[src/rtl/mem_port_arbiter.sv]
// Unified memory port arbiter: serialises fetch and data requests
// onto one req/ack port, with starvation guard and access timeout.
module mem_port_arbiter #(
  parameter int ADDR_W       = 32,
  parameter int DATA_W       = 32,
  parameter int STARVE_LIMIT = 4,
  parameter int TIMEOUT      = 64
) (
  input  logic              clk_i,
  input  logic              rst_i,
  input  logic              start_i,
  input  logic              if_req_i,
  input  logic [ADDR_W-1:0] if_addr_i,
  output logic [DATA_W-1:0] if_rdata_o,
  output logic              if_done_o,
  input  logic              d_req_i,
  input  logic              d_we_i,
  input  logic [ADDR_W-1:0] d_addr_i,
  input  logic [DATA_W-1:0] d_wdata_i,
  output logic [DATA_W-1:0] d_rdata_o,
  output logic              d_done_o,
  output logic              mem_req_o,
  output logic              mem_we_o,
  output logic [ADDR_W-1:0] mem_addr_o,
  output logic [DATA_W-1:0] mem_wdata_o,
  input  logic [DATA_W-1:0] mem_rdata_i,
  input  logic              mem_ack_i,
  output logic              stall_o,
  output logic              timeout_o
);

  localparam int SW = $clog2(STARVE_LIMIT + 1);
  localparam int WW = $clog2(TIMEOUT);
  localparam logic [SW-1:0] SLIM = SW'(STARVE_LIMIT);
  localparam logic [WW-1:0] WLIM = WW'(TIMEOUT - 1);

  typedef enum logic [1:0] {
    IDLE,
    BUSY,
    RESP
  } state_t;

  state_t            state_q, state_d;
  logic              owner_q, owner_d;
  logic [SW-1:0]     starve_q, starve_d;
  logic [WW-1:0]     wait_q, wait_d;
  logic              req_q, req_d;
  logic              we_q, we_d;
  logic [ADDR_W-1:0] addr_q, addr_d;
  logic [DATA_W-1:0] wdata_q, wdata_d;
  logic [DATA_W-1:0] if_rd_q, if_rd_d;
  logic [DATA_W-1:0] d_rd_q, d_rd_d;
  logic              to_q, to_d;

  logic if_elig;
  logic d_win;

  // owner: 1 = data port, 0 = fetch port
  assign if_elig = if_req_i & start_i;
  assign d_win   = d_req_i & ~(if_elig & (starve_q == SLIM));

  always_comb begin
    state_d  = state_q;
    owner_d  = owner_q;
    starve_d = starve_q;
    wait_d   = wait_q;
    req_d    = req_q;
    we_d     = we_q;
    addr_d   = addr_q;
    wdata_d  = wdata_q;
    if_rd_d  = if_rd_q;
    d_rd_d   = d_rd_q;
    to_d     = to_q;
    unique case (state_q)
      IDLE: begin
        if (d_win) begin
          state_d = BUSY;
          owner_d = 1'b1;
          req_d   = 1'b1;
          we_d    = d_we_i;
          addr_d  = d_addr_i;
          wdata_d = d_wdata_i;
          wait_d  = '0;
          // d_win with IF eligible implies starve_q < SLIM
          if (if_elig) starve_d = starve_q + 1'b1;
        end else if (if_elig) begin
          state_d  = BUSY;
          owner_d  = 1'b0;
          req_d    = 1'b1;
          we_d     = 1'b0;
          addr_d   = if_addr_i;
          wdata_d  = '0;
          wait_d   = '0;
          starve_d = '0;
        end
      end
      BUSY: begin
        if (mem_ack_i) begin
          state_d = RESP;
          req_d   = 1'b0;
          if (!we_q) begin
            if (owner_q) d_rd_d = mem_rdata_i;
            else         if_rd_d = mem_rdata_i;
          end
        end else if (wait_q == WLIM) begin
          state_d = RESP;
          req_d   = 1'b0;
          to_d    = 1'b1;
          if (!we_q) begin
            if (owner_q) d_rd_d = '0;
            else         if_rd_d = '0;
          end
        end else begin
          wait_d = wait_q + 1'b1;
        end
      end
      RESP: state_d = IDLE;
      default: state_d = IDLE;
    endcase
  end

  always_ff @(posedge clk_i) begin
    if (!rst_i) begin
      state_q  <= IDLE;
      owner_q  <= 1'b0;
      starve_q <= '0;
      wait_q   <= '0;
      req_q    <= 1'b0;
      we_q     <= 1'b0;
      addr_q   <= '0;
      wdata_q  <= '0;
      if_rd_q  <= '0;
      d_rd_q   <= '0;
      to_q     <= 1'b0;
    end else begin
      state_q  <= state_d;
      owner_q  <= owner_d;
      starve_q <= starve_d;
      wait_q   <= wait_d;
      req_q    <= req_d;
      we_q     <= we_d;
      addr_q   <= addr_d;
      wdata_q  <= wdata_d;
      if_rd_q  <= if_rd_d;
      d_rd_q   <= d_rd_d;
      to_q     <= to_d;
    end
  end

  assign if_done_o   = (state_q == RESP) & ~owner_q;
  assign d_done_o    = (state_q == RESP) & owner_q;
  assign if_rdata_o  = if_rd_q;
  assign d_rdata_o   = d_rd_q;
  assign mem_req_o   = req_q;
  assign mem_we_o    = we_q;
  assign mem_addr_o  = addr_q;
  assign mem_wdata_o = wdata_q;
  assign timeout_o   = to_q;
  assign stall_o     = (if_req_i & start_i & ~if_done_o)
                     | (d_req_i & ~d_done_o);

endmodule
[config.mk]
export PLATFORM = sky130hd
export DESIGN_NAME = mem_port_arbiter
export DESIGN_NICKNAME = d
export VERILOG_FILES = /design/src/rtl/mem_port_arbiter.sv
export SDC_FILE = /design/constraint.sdc
export NUM_CORES = 1
export LEC_CHECK = 0
export ABC_AREA = 1
export BUFFER_PORTS_ARGS = -buffer_cell sky130_fd_sc_hd__buf_2
export CAP_MARGIN = 20
export CELL_PAD_IN_SITES_DETAIL_PLACEMENT = 0
export CELL_PAD_IN_SITES_GLOBAL_PLACEMENT = 1
export CORE_AREA = 2 2 137 139
export DETAILED_ROUTE_END_ITERATION = 12
export DIE_AREA = 0 0 139 141
export PLACE_DENSITY = 0.89
export SYNTH_ARGS = -nofsm -noshare
export SYNTH_HDL_FRONTEND = slang
export SYNTH_SLANG_ARGS = --single-unit
export TNS_END_PERCENT = 1
[constraint.sdc]
create_clock -name clk_i -period 3.4 [get_ports clk_i]
set_input_delay 0.51 -clock clk_i [delete_from_list [all_inputs] [get_ports clk_i]]
set_output_delay 0.51 -clock clk_i [all_outputs]
set_load 0.01 [all_outputs]
==> results by group, run 1 <==
Run status
  – Status: completed

Power and ir drop
  – P_int: 0.00301 W
  – Share of power burned in registers: 42.5%
  – Clk pwr share: 43.1%
  – Sw Ratio: 30.0%
  – Psw: 0.00129 W
  – LEAKAGE: 4.82 nW
  – Comb pwr share: 14.4%
  – Power density over cell area: 516 nW/um^2
  – Worst vdd ir: 0.324 mV

STA
  – Max-slew headroom: 36.2%
  – Final Skew: 0.00846 ns
  – Final Hold Vio Count: 0
  – Slew Limit Fails: 0
  – Fin crit share: 67.3%
  – Measured slew at the worst slew-check pin: 0.957 ns
  – Final worst path period need: 2.29 ns
  – Hold_ws: 0.326 ns
  – RSZ-0062 raised after global routing: false
  – Final setup viols: 0
  – Fmax: 0.437 GHz
  – Setup Total Neg Slack: 0 ns

Drt
  – Drt wl/cell: 12.6 um
  – 1st-pass router iterations: 5
  – Via count: 6233
  – DR iter-0 viols: 234
  – Routed Wire Length: 17.9 mm
  – Remaining DRCs: 0
  – ANT nets after route: 0
  – Vias/cell: 4.39

Synthesis
  – EDFF count, synth: 0
  – Syn nets: 1065
  – Most used standard cell by instance count after synthesis: nand2_1
  – Synth Warn #: 0
  – Post-synthesis sequential area ratio: 45.6%
  – Async set or reset register ratio after synthesis: 0%
  – Synth Cell Area: 6280 sq um
  – Leading area contributor after synthesis: dfxtp_1
  – Synth top area cells: dfxtp_1 46%, nand2_1 18%, inv_1 9.1%
  – Post-synth top area share: 45.6%
  – Post-synthesis sequential element count: 143
  – Synth cell count leaders: 305 x nand2_1, 153 x inv_1, 143 x dfxtp_1
  – Post-Syn Instances: 927
  – Syn Area/Cell: 6.77 sq um
  – Yosys cell types: 29
  – Post-synth top flop: dfxtp_1

Min path
  – Hold EP: mem_wdata_o[25]$_SDFFE_PN0P_
  – Hold path depth: 3
  – Worst hold-check path type: input pin to register
  – Hold Path Origin: d_wdata_i[25]

Finish
  – Post-layout nets: 1312
  – Layout area overhead: 32.6%
  – Layout cell share with drive strength beyond 1: 27.0%
  – Inserted Diodes: 0
  – Final Instance Area: 8330 sq um

Clock network
  – Clock Sinks: 143
  – Clock buffer depth: 2
  – Clock root cell: clkbuf_16
  – CTS tree: yes
  – Cts repair resizes: 0
  – CTS Buf Count: 17
  – Skew-Pair Late Insertion Delay: 0.42 ns
  – CTS Hold Buffers Added: 0
  – Worst-path clk slew: 0.07 ns
  – Setup bufs post-CTS: 0
  – # H-tree levels: 4

Job
  – Max Cap Viol: 0

Global routing
  – Pin count of the biggest net entering global routing: 57
  – Vias in the first global route: 5806
  – GRT overflow: 0
  – First-pass GRT wire length: 28.4 mm
  – Initial antenna violation count: 2
  – GRT Resource Usage Total: 18.1%

Worst setup path
  – Crit Path Category: register to register
  – Reg2Reg Setup Slack: 1.11 ns
  – CP most frequent cell: nand2_1
  – Crit end category: register
  – Worst reg2reg startpoint: wait_q[0]$_SDFFE_PN0P_
  – Critical path fanouts, max: 50
  – CP Data Required Time: 3.76 ns
  – Critical Path Max Stage Delay: 0.56 ns
  – Critical Path AT: 2.64 ns
  – CP cell instances: ha_1 -> nand3_2 -> o21bai_4 -> nand4_4 -> buf_4 -> nand2_1 -> nand2_1 -> nor2_1
  – Critical R2R Capture: if_rdata_o[8]$_SDFFE_PN0P_
  – CP Launch Type: register
  – CP max-delay cell: nand4_4
  – Reg2reg path depth: 8

Placement
  – Placed cell areas: 7740 sq um
  – GPL Wtd Cong: 0.811
  – Port bufs: 268
  – Dpl hpwl: 12.7 mm

Die
  – Chip Width: 139 um
  – Cell row count: 50
  – Initial Util: 34.4%
  – CORE AREA: 18300 sq um
  – Die footprint: 19600 sq um
  – Die height: 141 um
  – Ports: 269
per-stage QoR:
step           std cells  setup slack (ns)  utilization [%]  total power [W]
6_report            1421              1.11             45.6          0.00430
3_3_place_gp        1389              1.19             42.4          0.00248
2_1_floorplan        927              1.88                -          0.00223
4_1_cts             1421              1.08             45.6          0.00436
3_5_place_dp        1389              1.03             42.4          0.00249
5_1_grt             1421             0.840             45.6          0.00452
state kept, by name, indices dropped and copies added (netlist names):
name         cells
mem_we_o         1
wait_q           6
mem_addr_o      32
mem_req_o        1
state_q          2
timeout_o        1
mem_wdata_o     32
d_rdata_o       32
owner_q          1
if_rdata_o      32
starve_q         3
routing by layer:
layer  routed length, um  track usage, %
met4                 231            5.69
met1                7780            21.4
met2                8530            31.2
met5                  16               0
met3                1340            5.84
placed cells by master (no fill, tap or decap), types with 3 or more instances in the layout:
cell type  netlist  final
clkbuf_16        0     17
nand2_1        305    305
buf_4            4      9
a21oi_1         74     74
buf_2           16    268
dfxtp_1        143    143
ha_1             3      3
inv_2            3      4
o211ai_1        32     32
o21bai_1        11     11
nand3_1          4      4
inv_8            0      6
nor2_1         129    129
inv_6            0      7
inv_1          153    153
worst max-delay path: cells and delay by family (launching register included):
| family | cells | cell delay (ns) |
|---|---|---|
| compound gates | 1 | 0.22 |
| flops | 1 | 0.38 |
| simple gates | 5 | 0.93 |
| buf+inv | 1 | 0.44 |
| fa+ha+maj | 1 | 0.23 |
power by group through the flow:
| stage | combinational, W | clock (W) | sequential (W) |
|---|---|---|---|
| after CTS | 0.000627 | 0.00190 | 0.00183 |
| after detailed placement | 0.000625 | 0 | 0.00186 |
| after global routing | 0.000697 | 0.00199 | 0.00184 |
| after global placement | 0.000617 | 0 | 0.00187 |
| after floorplan | 0.000321 | 0 | 0.00191 |
| final | 0.000617 | 0.00185 | 0.00183 |
area by class of cell:
class | instances | area [sq um]
fill | 1918 | 9940
clock buffer | 17 | 425
multi-input combinational | 577 | 2570
timing repair buffer | 278 | 1430
inverter | 157 | 589
sequential | 143 | 2860
tap | 234 | 293
clock inverter | 15 | 161
kinds of logic after synthesis:
| logic type | count (synthesis) | share of synthesized area [%] |
|---|---|---|
| compound gates | 124 | 12.0 |
| xor+xnor | 3 | 0.419 |
| fa+ha+maj | 3 | 0.598 |
| buf+inv | 207 | 13.7 |
| flops | 143 | 45.6 |
| simple gates | 447 | 27.7 |
worst max path at each step:
stage,to,slack (ns),depth (start not counted),start
global placement,mem_addr_o[13]$_SDFFE_PN0P_,1.19,7,if_req_i
detailed placement,mem_addr_o[3]$_SDFFE_PN0P_,1.03,7,if_req_i
CTS,if_rdata_o[16]$_SDFFE_PN0P_,1.08,8,wait_q[0]$_SDFFE_PN0P_
global route,if_rdata_o[16]$_SDFFE_PN0P_,0.84,8,wait_q[0]$_SDFFE_PN0P_
floorplan,if_rdata_o[18]$_SDFFE_PN0P_,1.88,6,mem_ack_i
finish,if_rdata_o[8]$_SDFFE_PN0P_,1.11,8,wait_q[0]$_SDFFE_PN0P_
(Power assumes the default switching activity.)
==> run 2: changes to the inputs <==
Settings changed: CORE_AREA 2 2 137 139 to 2 2 144 146, DIE_AREA 0 0 139 141 to 0 0 146 148, PLACE_DENSITY 0.89 to 0.82.
Clock period 3.4 ns to 2.25 ns, I/O delays scaled along.
==> run 2 against run 1 <==
Clock skew rose by 0.0011 ns. Routed wire length rose by 0.33%. Highest routed layer unchanged. Sequential power rose by 51%. Sequential share of layout area fell by 0.45 points. Sequential cell count did not move. Worst hold slack got worse by 0.17 ns. Die area rose by 10%. Largest cell class unchanged. Global-route usage fell by 1.1 points. Final cell count rose by 2.9%. Cell area rose by 1.3%.
==> results by group, run 2 (synthesis gave the netlist of run 1 again) <==
Run status
  – Status: completed

Die
  – Die footprint: 21600 sq um (+10%)
  – Chip Width: 146 um (+5.0%)
  – Ports: 269 (unchanged)
  – Cell row count: 52 (+4.0%)
  – Initial Util: 31.3% (-3.0 points)
  – Die height: 148 um (+5.0%)
  – CORE AREA: 20000 sq um (+9.7%)

Job
  – Max Cap Viol: 0 (unchanged)

Drt
  – ANT nets after route: 0 (unchanged)
  – Via count: 6110 (-2.0%)
  – Remaining DRCs: 0 (unchanged)
  – DR iter-0 viols: 202 (-14%)
  – Drt wl/cell: 12.3 um (-2.5%)
  – 1st-pass router iterations: 4 (-1)
  – Routed Wire Length: 18.0 mm (+0.33%)
  – Vias/cell: 4.18 (-4.7%)

STA
  – Hold_ws: 0.151 ns (-0.175 ns)
  – Slew Limit Fails: 0 (unchanged)
  – Final worst path period need: 1.81 ns
  – Setup slack after layout: 0.444 ns (-0.668 ns)
  – Max-slew headroom: 52.7% (+17 points)
  – Final Skew: 0.00954 ns (+0.00108 ns)
  – RSZ-0062 raised after global routing: false
  – Fin crit share: 80.3%
  – Final Hold Vio Count: 0 (unchanged)
  – Final setup viols: 0 (unchanged)
  – Setup Total Neg Slack: 0 ns (unchanged)
  – Measured slew at the worst slew-check pin: 0.709 ns (-0.249 ns)
  – Fmax: 0.554 GHz

Finish
  – Multi-input gate area: 2570 sq um (unchanged)
  – Layout fillers: 2212 (+15%)
  – Final Util: 42.1% (-3.5 points)
  – Post-layout nets: 1315 (+0.23%)
  – FF+latch area: 2860 sq um (unchanged)
  – Most common cell after layout, fill and taps aside: nand2_1
  – Layout cell share with drive strength beyond 1: 27.2% (+0.18 points)
  – Layout area overhead: 34.4%
  – Most frequent cells in the layout: 305 x nand2_1, 267 x buf_2, 153 x inv_1

Power and ir drop
  – Comb pwr share: 14.0% (-0.4 points)
  – Sw Ratio: 28.6% (-1.4 points)
  – Clk pwr share: 44.4% (+1.3 points)
  – LEAKAGE: 4.84 nW (+0.60%)
  – Psw: 0.00190 W (+47%)
  – Power density over cell area: 788 nW/um^2 (+53%)
  – P_int: 0.00475 W (+58%)
  – Share of power burned in registers: 41.6% (-0.9 points)
  – Worst vdd ir: 0.461 mV (+42%)

Worst setup path
  – Reg2Reg Setup Slack: 0.47 ns (-0.64 ns)
  – Worst reg2reg startpoint: wait_q[0]$_SDFFE_PN0P_
  – Critical Path Source: owner_q$_SDFFE_PN0P_
  – CP Launch Type: register
  – Critical Path AT: 1.47 ns (-1.17 ns)
  – Crit end category: output pin
  – CP Data Required Time: 1.91 ns (-1.85 ns)
  – Crit Path Category: register to output pin
  – Critical R2R Capture: if_rdata_o[12]$_SDFFE_PN0P_
  – Reg2reg path depth: 8 (unchanged)
  – Crit path to: stall_o
  – Critical path fanouts, max: 3 (-94%)

Clock network
  – Skew-Pair Late Insertion Delay: 0.42 ns (about the same)
  – Worst-path clk slew: 0.07 ns (about the same)
  – CTS Buf Count: 17 (unchanged)
  – Cts repair resizes: 0 (unchanged)
  – # H-tree levels: 4 (unchanged)
  – CTS Hold Buffers Added: 0 (unchanged)
  – Setup bufs post-CTS: 0 (unchanged)
  – Clock Sinks: 143 (unchanged)
  – Clock buffer depth: 2 (unchanged)
  – CTS tree: yes
  – Clock root cell: clkbuf_16

Placement
  – Port bufs: 268 (unchanged)
  – GPL Wtd Cong: 0.758 (-6.6%)
  – Dpl hpwl: 12.6 mm (-1.4%)
  – Pre-CTS WS: 0.457 ns (-0.572 ns)

Global routing
  – Pin count of the biggest net entering global routing: 65 (+14%)
  – Vias in the first global route: 5778 (-0.48%)
  – GRT overflow: 0 (unchanged)
  – First-pass GRT wire length: 29.4 mm (+3.4%)
  – GRT Resource Usage Total: 17.0% (-1.1 points)
  – Initial antenna violation count: 2 (unchanged)

Min path
  – Worst hold-check path type: input pin to register
[run 2: how the worst min path moves through the flow]
stage	from	end	slack [ns]	depth (start not counted)
after CTS	d_wdata_i[14]	mem_wdata_o[14]$_SDFFE_PN0P_	0.13	3
after floorplan	starve_q[1]$_SDFFE_PN0P_	starve_q[1]$_SDFFE_PN0P_	0.46	2
after detailed placement	mem_wdata_o[28]$_SDFFE_PN0P_	mem_wdata_o[28]$_SDFFE_PN0P_	0.45	2
after global routing	d_wdata_i[27]	mem_wdata_o[27]$_SDFFE_PN0P_	0.13	3
final	d_wdata_i[26]	mem_wdata_o[26]$_SDFFE_PN0P_	0.15	3
after global placement	mem_req_o$_SDFFE_PN0P_	mem_req_o$_SDFFE_PN0P_	0.45	2
[run 2: area by class of cell]
cell class | instances | share of cell area (%)
Antenna cell | 2 | 0.0593
Clock buffer | 17 | 5.04
Clock inverter | 15 | 2.19
Inverter | 157 | 6.98
Multi-Input combinational cell | 577 | 30.4
Sequential cell | 143 | 33.9
Tap cell | 270 | 4.00
Timing Repair Buffer | 281 | 17.4
[run 2: power by group through the flow]
| stage | Clock, W | Sequential, W | Combinational (W) |
|---|---|---|---|
| CTS | 0.00305 | 0.00276 | 0.000951 |
| global placement | 0 | 0.00282 | 0.000943 |
| detailed placement | 0 | 0.00282 | 0.000947 |
| finish | 0.00295 | 0.00276 | 0.000933 |
| global route | 0.00317 | 0.00278 | 0.00107 |
| floorplan | 0 | 0.00289 | 0.000486 |
[run 2: worst max-delay path, stage by stage (launching register included)]
cell     delay, ns
dfxtp_1       0.41
inv_1         0.13
nor3_1        0.25
o22ai_1       0.12
buf_2         0.15
[run 2: routing by layer]
metal	track usage (%)	vias to the layer above	wire length [um]
met4	4.61	2	147
met3	6.64	11	1460
li1	-	3294	-
met2	26.9	200	8100
met5	0	-	13
met1	21.6	2603	8240
[run 2: through the flow]
stage                     power (W)  cell area (sq um)  std cells
after floorplan             0.00337               6280        927
after detailed placement    0.00377               7820       1428
after global placement      0.00376               7820       1428
final                       0.00665               8440       1462
after CTS                   0.00676               8430       1460
after global routing        0.00702               8430       1460
==> run 3: changes to the inputs <==
Settings changed: ABC_AREA 1 to 0, CORE_AREA 2 2 144 146 to 2 2 141 143, DIE_AREA 0 0 146 148 to 0 0 143 145, PLACE_DENSITY 0.82 to 0.79.
Clock period 2.25 ns to 1.5 ns, I/O delays scaled along.
==> run 3 against run 2 <==
Utilization up 0.93 points. Sequential cell count unchanged. Worst hold slack worse by 0.11 ns. Final cell count fell by 22%. Power increased by 47%. Worst setup slack got worse by 0.60 ns. Sequential power up 48%. Critical endpoint is now d_rdata_o[19]$_SDFFE_PN0P_. First-iteration DRC count grew 8.9%. Area after synthesis is 9.4% lower. Largest cell class unchanged. Non-clock buffer count increased by 29. Clock power is 50% higher. The run now ends with negative setup slack left. Clock skew shrank 0.00098 ns.
==> results by group, run 3 <==
Run status
  – Status: finished, violations left
  – Violated checks: negative setup slack

Global routing
  – Met1 Usage GRT: 18.5% (-3.1 points)
  – GRT overflow: 0 (unchanged)
  – Initial antenna violation count: 0 (-2)
  – Vias in the first global route: 5088 (-12%)
  – Pin count of the biggest net entering global routing: 45 (-31%)
  – Global routing's busiest layer: met2
  – Met3 GRT Util: 5.78% (-0.86 points)
  – Met2 Use GR: 24.9% (-2.0 points)
  – GRT Resource Usage Total: 15.2% (-1.8 points)
  – First-pass GRT wire length: 25.0 mm (-15%)

Clock network
  – # H-tree levels: 4 (unchanged)
  – Clock buffer depth: 2 (unchanged)
  – CTS tree: yes
  – Worst-path clk slew: 0.06 ns (about the same)
  – Skew-Pair Late Insertion Delay: 0.41 ns (about the same)
  – Clock Sinks: 143 (unchanged)
  – Clock root cell: clkbuf_16
  – CTS Buf Count: 17 (unchanged)

Synthesis
  – Post-synthesis sequential element count: 143 (unchanged)
  – Most used standard cell by instance count after synthesis: dfxtp_1
  – Syn Area/Cell: 9.68 sq um (+43%)
  – Syn nets: 726 (-32%)
  – Leading area contributor after synthesis: dfxtp_1
  – Synth Warn #: 0 (unchanged)
  – Yosys cell types: 34 (+17%)
  – Post-synth top area share: 50.3% (+4.7 points)
  – Synth top area cells: dfxtp_1 50%, mux2i_1 17%, nand2_1 4.7%
  – Post-synthesis sequential area ratio: 50.3% (+4.7 points)
  – Synth Cell Area: 5690 sq um (-9.4%)
  – EDFF count, synth: 0 (unchanged)
  – Async set or reset register ratio after synthesis: 0% (unchanged)
  – Post-synth top flop: dfxtp_1
  – Synth cell count leaders: 143 x dfxtp_1, 96 x mux2i_1, 71 x nand2_1
  – Post-Syn Instances: 588 (-37%)

Worst setup path
  – CP cell instances: and3_4 -> a31oi_4 -> or4b_4 -> clkbuf_16 -> mux2i_1
  – CP Launch Type: register
  – Critical Path AT: 1.95 ns (+0.48 ns)
  – CP max-delay cell: or4b_4
  – WP buf/inv: 1 (-1)
  – Crit end category: register
  – CP Data Required Time: 1.80 ns (-0.11 ns)
  – Top delay family on crit path: simple AND/OR/NAND/NOR gates
  – Critical path fanouts, max: 8 (+5)
  – Crit Path Category: register to register
  – Critical Path Max Stage Delay: 0.58 ns (+0.17 ns)

STA
  – Hold_ws: 0.0461 ns (-0.105 ns)
  – Slew Limit Fails: 0 (unchanged)
  – Final worst path period need: 1.65 ns
  – Final setup viols: 67 (+67)
  – Final Hold Vio Count: 0 (unchanged)
  – Final Skew: 0.00856 ns (-0.000976 ns)
  – Max-slew headroom: 73.0% (+20 points)
  – Measured slew at the worst slew-check pin: 0.405 ns (-0.303 ns)
  – Fin crit share: 110%
  – RSZ-0062 raised after global routing: true
  – Setup Total Neg Slack: -6.52 ns (-6.52 ns)
  – Setup slack after layout: -0.152 ns (-0.596 ns)
  – Fmax: 0.605 GHz

Drt
  – Remaining DRCs: 0 (unchanged)
  – Vias/cell: 4.57 (+9.2%)
  – ANT nets after route: 0 (unchanged)
  – Drt wl/cell: 14.2 um (+15%)
  – 1st-pass router iterations: 4 (unchanged)
  – DR iter-0 viols: 220 (+8.9%)
  – Routed Wire Length: 16.2 mm (-9.7%)
  – Via count: 5223 (-15%)

Die
  – Cell row count: 51 (-1.9%)
  – Chip Width: 143 um (-2.1%)
  – CORE AREA: 19200 sq um (-4.2%)
  – Die height: 145 um (-2.0%)
  – Die footprint: 20700 sq um (-4.0%)
  – Ports: 269 (unchanged)
  – Initial Util: 29.6% (-1.7 points)

Job
  – Max Cap Viol: 0 (unchanged)

Placement
  – Dpl hpwl: 11.0 mm (-12%)
  – Placed cell areas: 7450 sq um (-4.8%)
  – Pre-CTS WS: -0.290 ns (-0.747 ns)
  – Placed cell count: 1108 (-22%)
  – GPL Wtd Cong: 0.759 (+0.13%)
  – Port bufs: 268 (unchanged)

Min path
  – Worst hold-check path type: input pin to register

Finish
  – Most frequent cells in the layout: 267 x buf_2, 133 x dfxtp_1, 95 x mux2i_1
  – Inserted Diodes: 0 (-2)
  – Final Instance Area: 8270 sq um (-2.0%)
  – Layout cell share with drive strength beyond 1: 42.2% (+15 points)
  – Finished Layout Cells: 1144 (-22%)
  – Most common cell after layout, fill and taps aside: buf_2
  – Layout area overhead: 45.3%
  – Post-layout nets: 1005 (-24%)

Power and ir drop
  – Power density over cell area: 1190 nW/um^2 (+51%)
  – LEAKAGE: 4.23 nW (-13%)
  – Worst vdd ir: 0.730 mV (+58%)
run 3: cell types whose count changed after synthesis, sizes merged, moves of 34 or more:
cell and delta:
nand2 -234, inv -149, mux2i +96, nor2 -91
o21ai +37, nand3 +34
run 3: worst register-to-register path, stage by stage (launching register included):
cell,delay (ns)
dfxtp_2,0.33
and3_4,0.20
a31oi_4,0.09
or4b_4,0.58
clkbuf_16,0.22
mux2i_1,0.12
run 3: area by class of cell:
class	instances	area, sq um
Fill cell	1895	10900
Sequential cell	143	2880
Multi-Input combinational cell	388	2570
Timing Repair Buffer	310	1850
Clock buffer	17	425
Tap cell	265	332
Clock inverter	14	193
Inverter	7	28.8
run 3: metal layers:
| layer | vias to the layer above | wire, um | part of all wire, % |
|---|---|---|---|
| li1 | 2621 | - | - |
| met1 | 2390 | 7230 | 45 |
| met2 | 202 | 7540 | 47 |
| met3 | 10 | 1250 | 7.7 |
| met4 | 0 | 191 | 1.2 |
| met5 | - | 0 | 0 |
run 3: what timing repair did:
item                                   in CTS  in global routing
endpoints found under the hold margin       0                  0
pin swaps                                   8                  8
gates resized for setup                    19                 12
setup endpoints to repair                  84                139
setup buffers                               0                  1
hold buffers                                0                  0
cloned                                      1                  3
run 3: worst paths after layout:
path | startpoint | to | slack (ns) | cells past startpoint
max reg2reg | wait_q[3]$_SDFFE_PN0P_ | d_rdata_o[19]$_SDFFE_PN0P_ | -0.15 | 5
min | d_wdata_i[5] | mem_wdata_o[5]$_SDFFE_PN0P_ | 0.05 | 3
max | wait_q[3]$_SDFFE_PN0P_ | d_rdata_o[19]$_SDFFE_PN0P_ | -0.15 | 5
min reg2reg | d_rdata_o[0]$_SDFFE_PN0P_ | d_rdata_o[0]$_SDFFE_PN0P_ | 0.45 | 2
run 3: stage by stage:
stage          total power, W  util [%]
6_report              0.00980      43.0
5_1_grt                0.0103      43.0
4_1_cts               0.00993      42.5
3_5_place_dp          0.00542      38.8
3_3_place_gp          0.00541      38.8
2_1_floorplan         0.00484         -
run 3: power by group:
group / leakage (nW) / total, W / internal (W) / switching [W]
clock network: 0.295 / 0.00442 / 0.00278 / 0.00165
logic: 2.76 / 0.00129 / 0.000592 / 0.000698
registers: 1.17 / 0.00409 / 0.00400 / 0.0000929
run 3: logic make-up (layout without fill, tap and decap cells):
logic type,Yosys count,count (layout),share of synthesized area (%)
buffers and inverters,57,348,6.46
flip-flops,143,143,50.3
AND/OR/NAND/NOR,167,167,12.9
XOR/XNOR,1,1,0.154
multiplexers,96,96,16.9
adder cells (fa/ha/maj),3,3,0.660
AO/OA/AOI/OAI,121,121,12.6
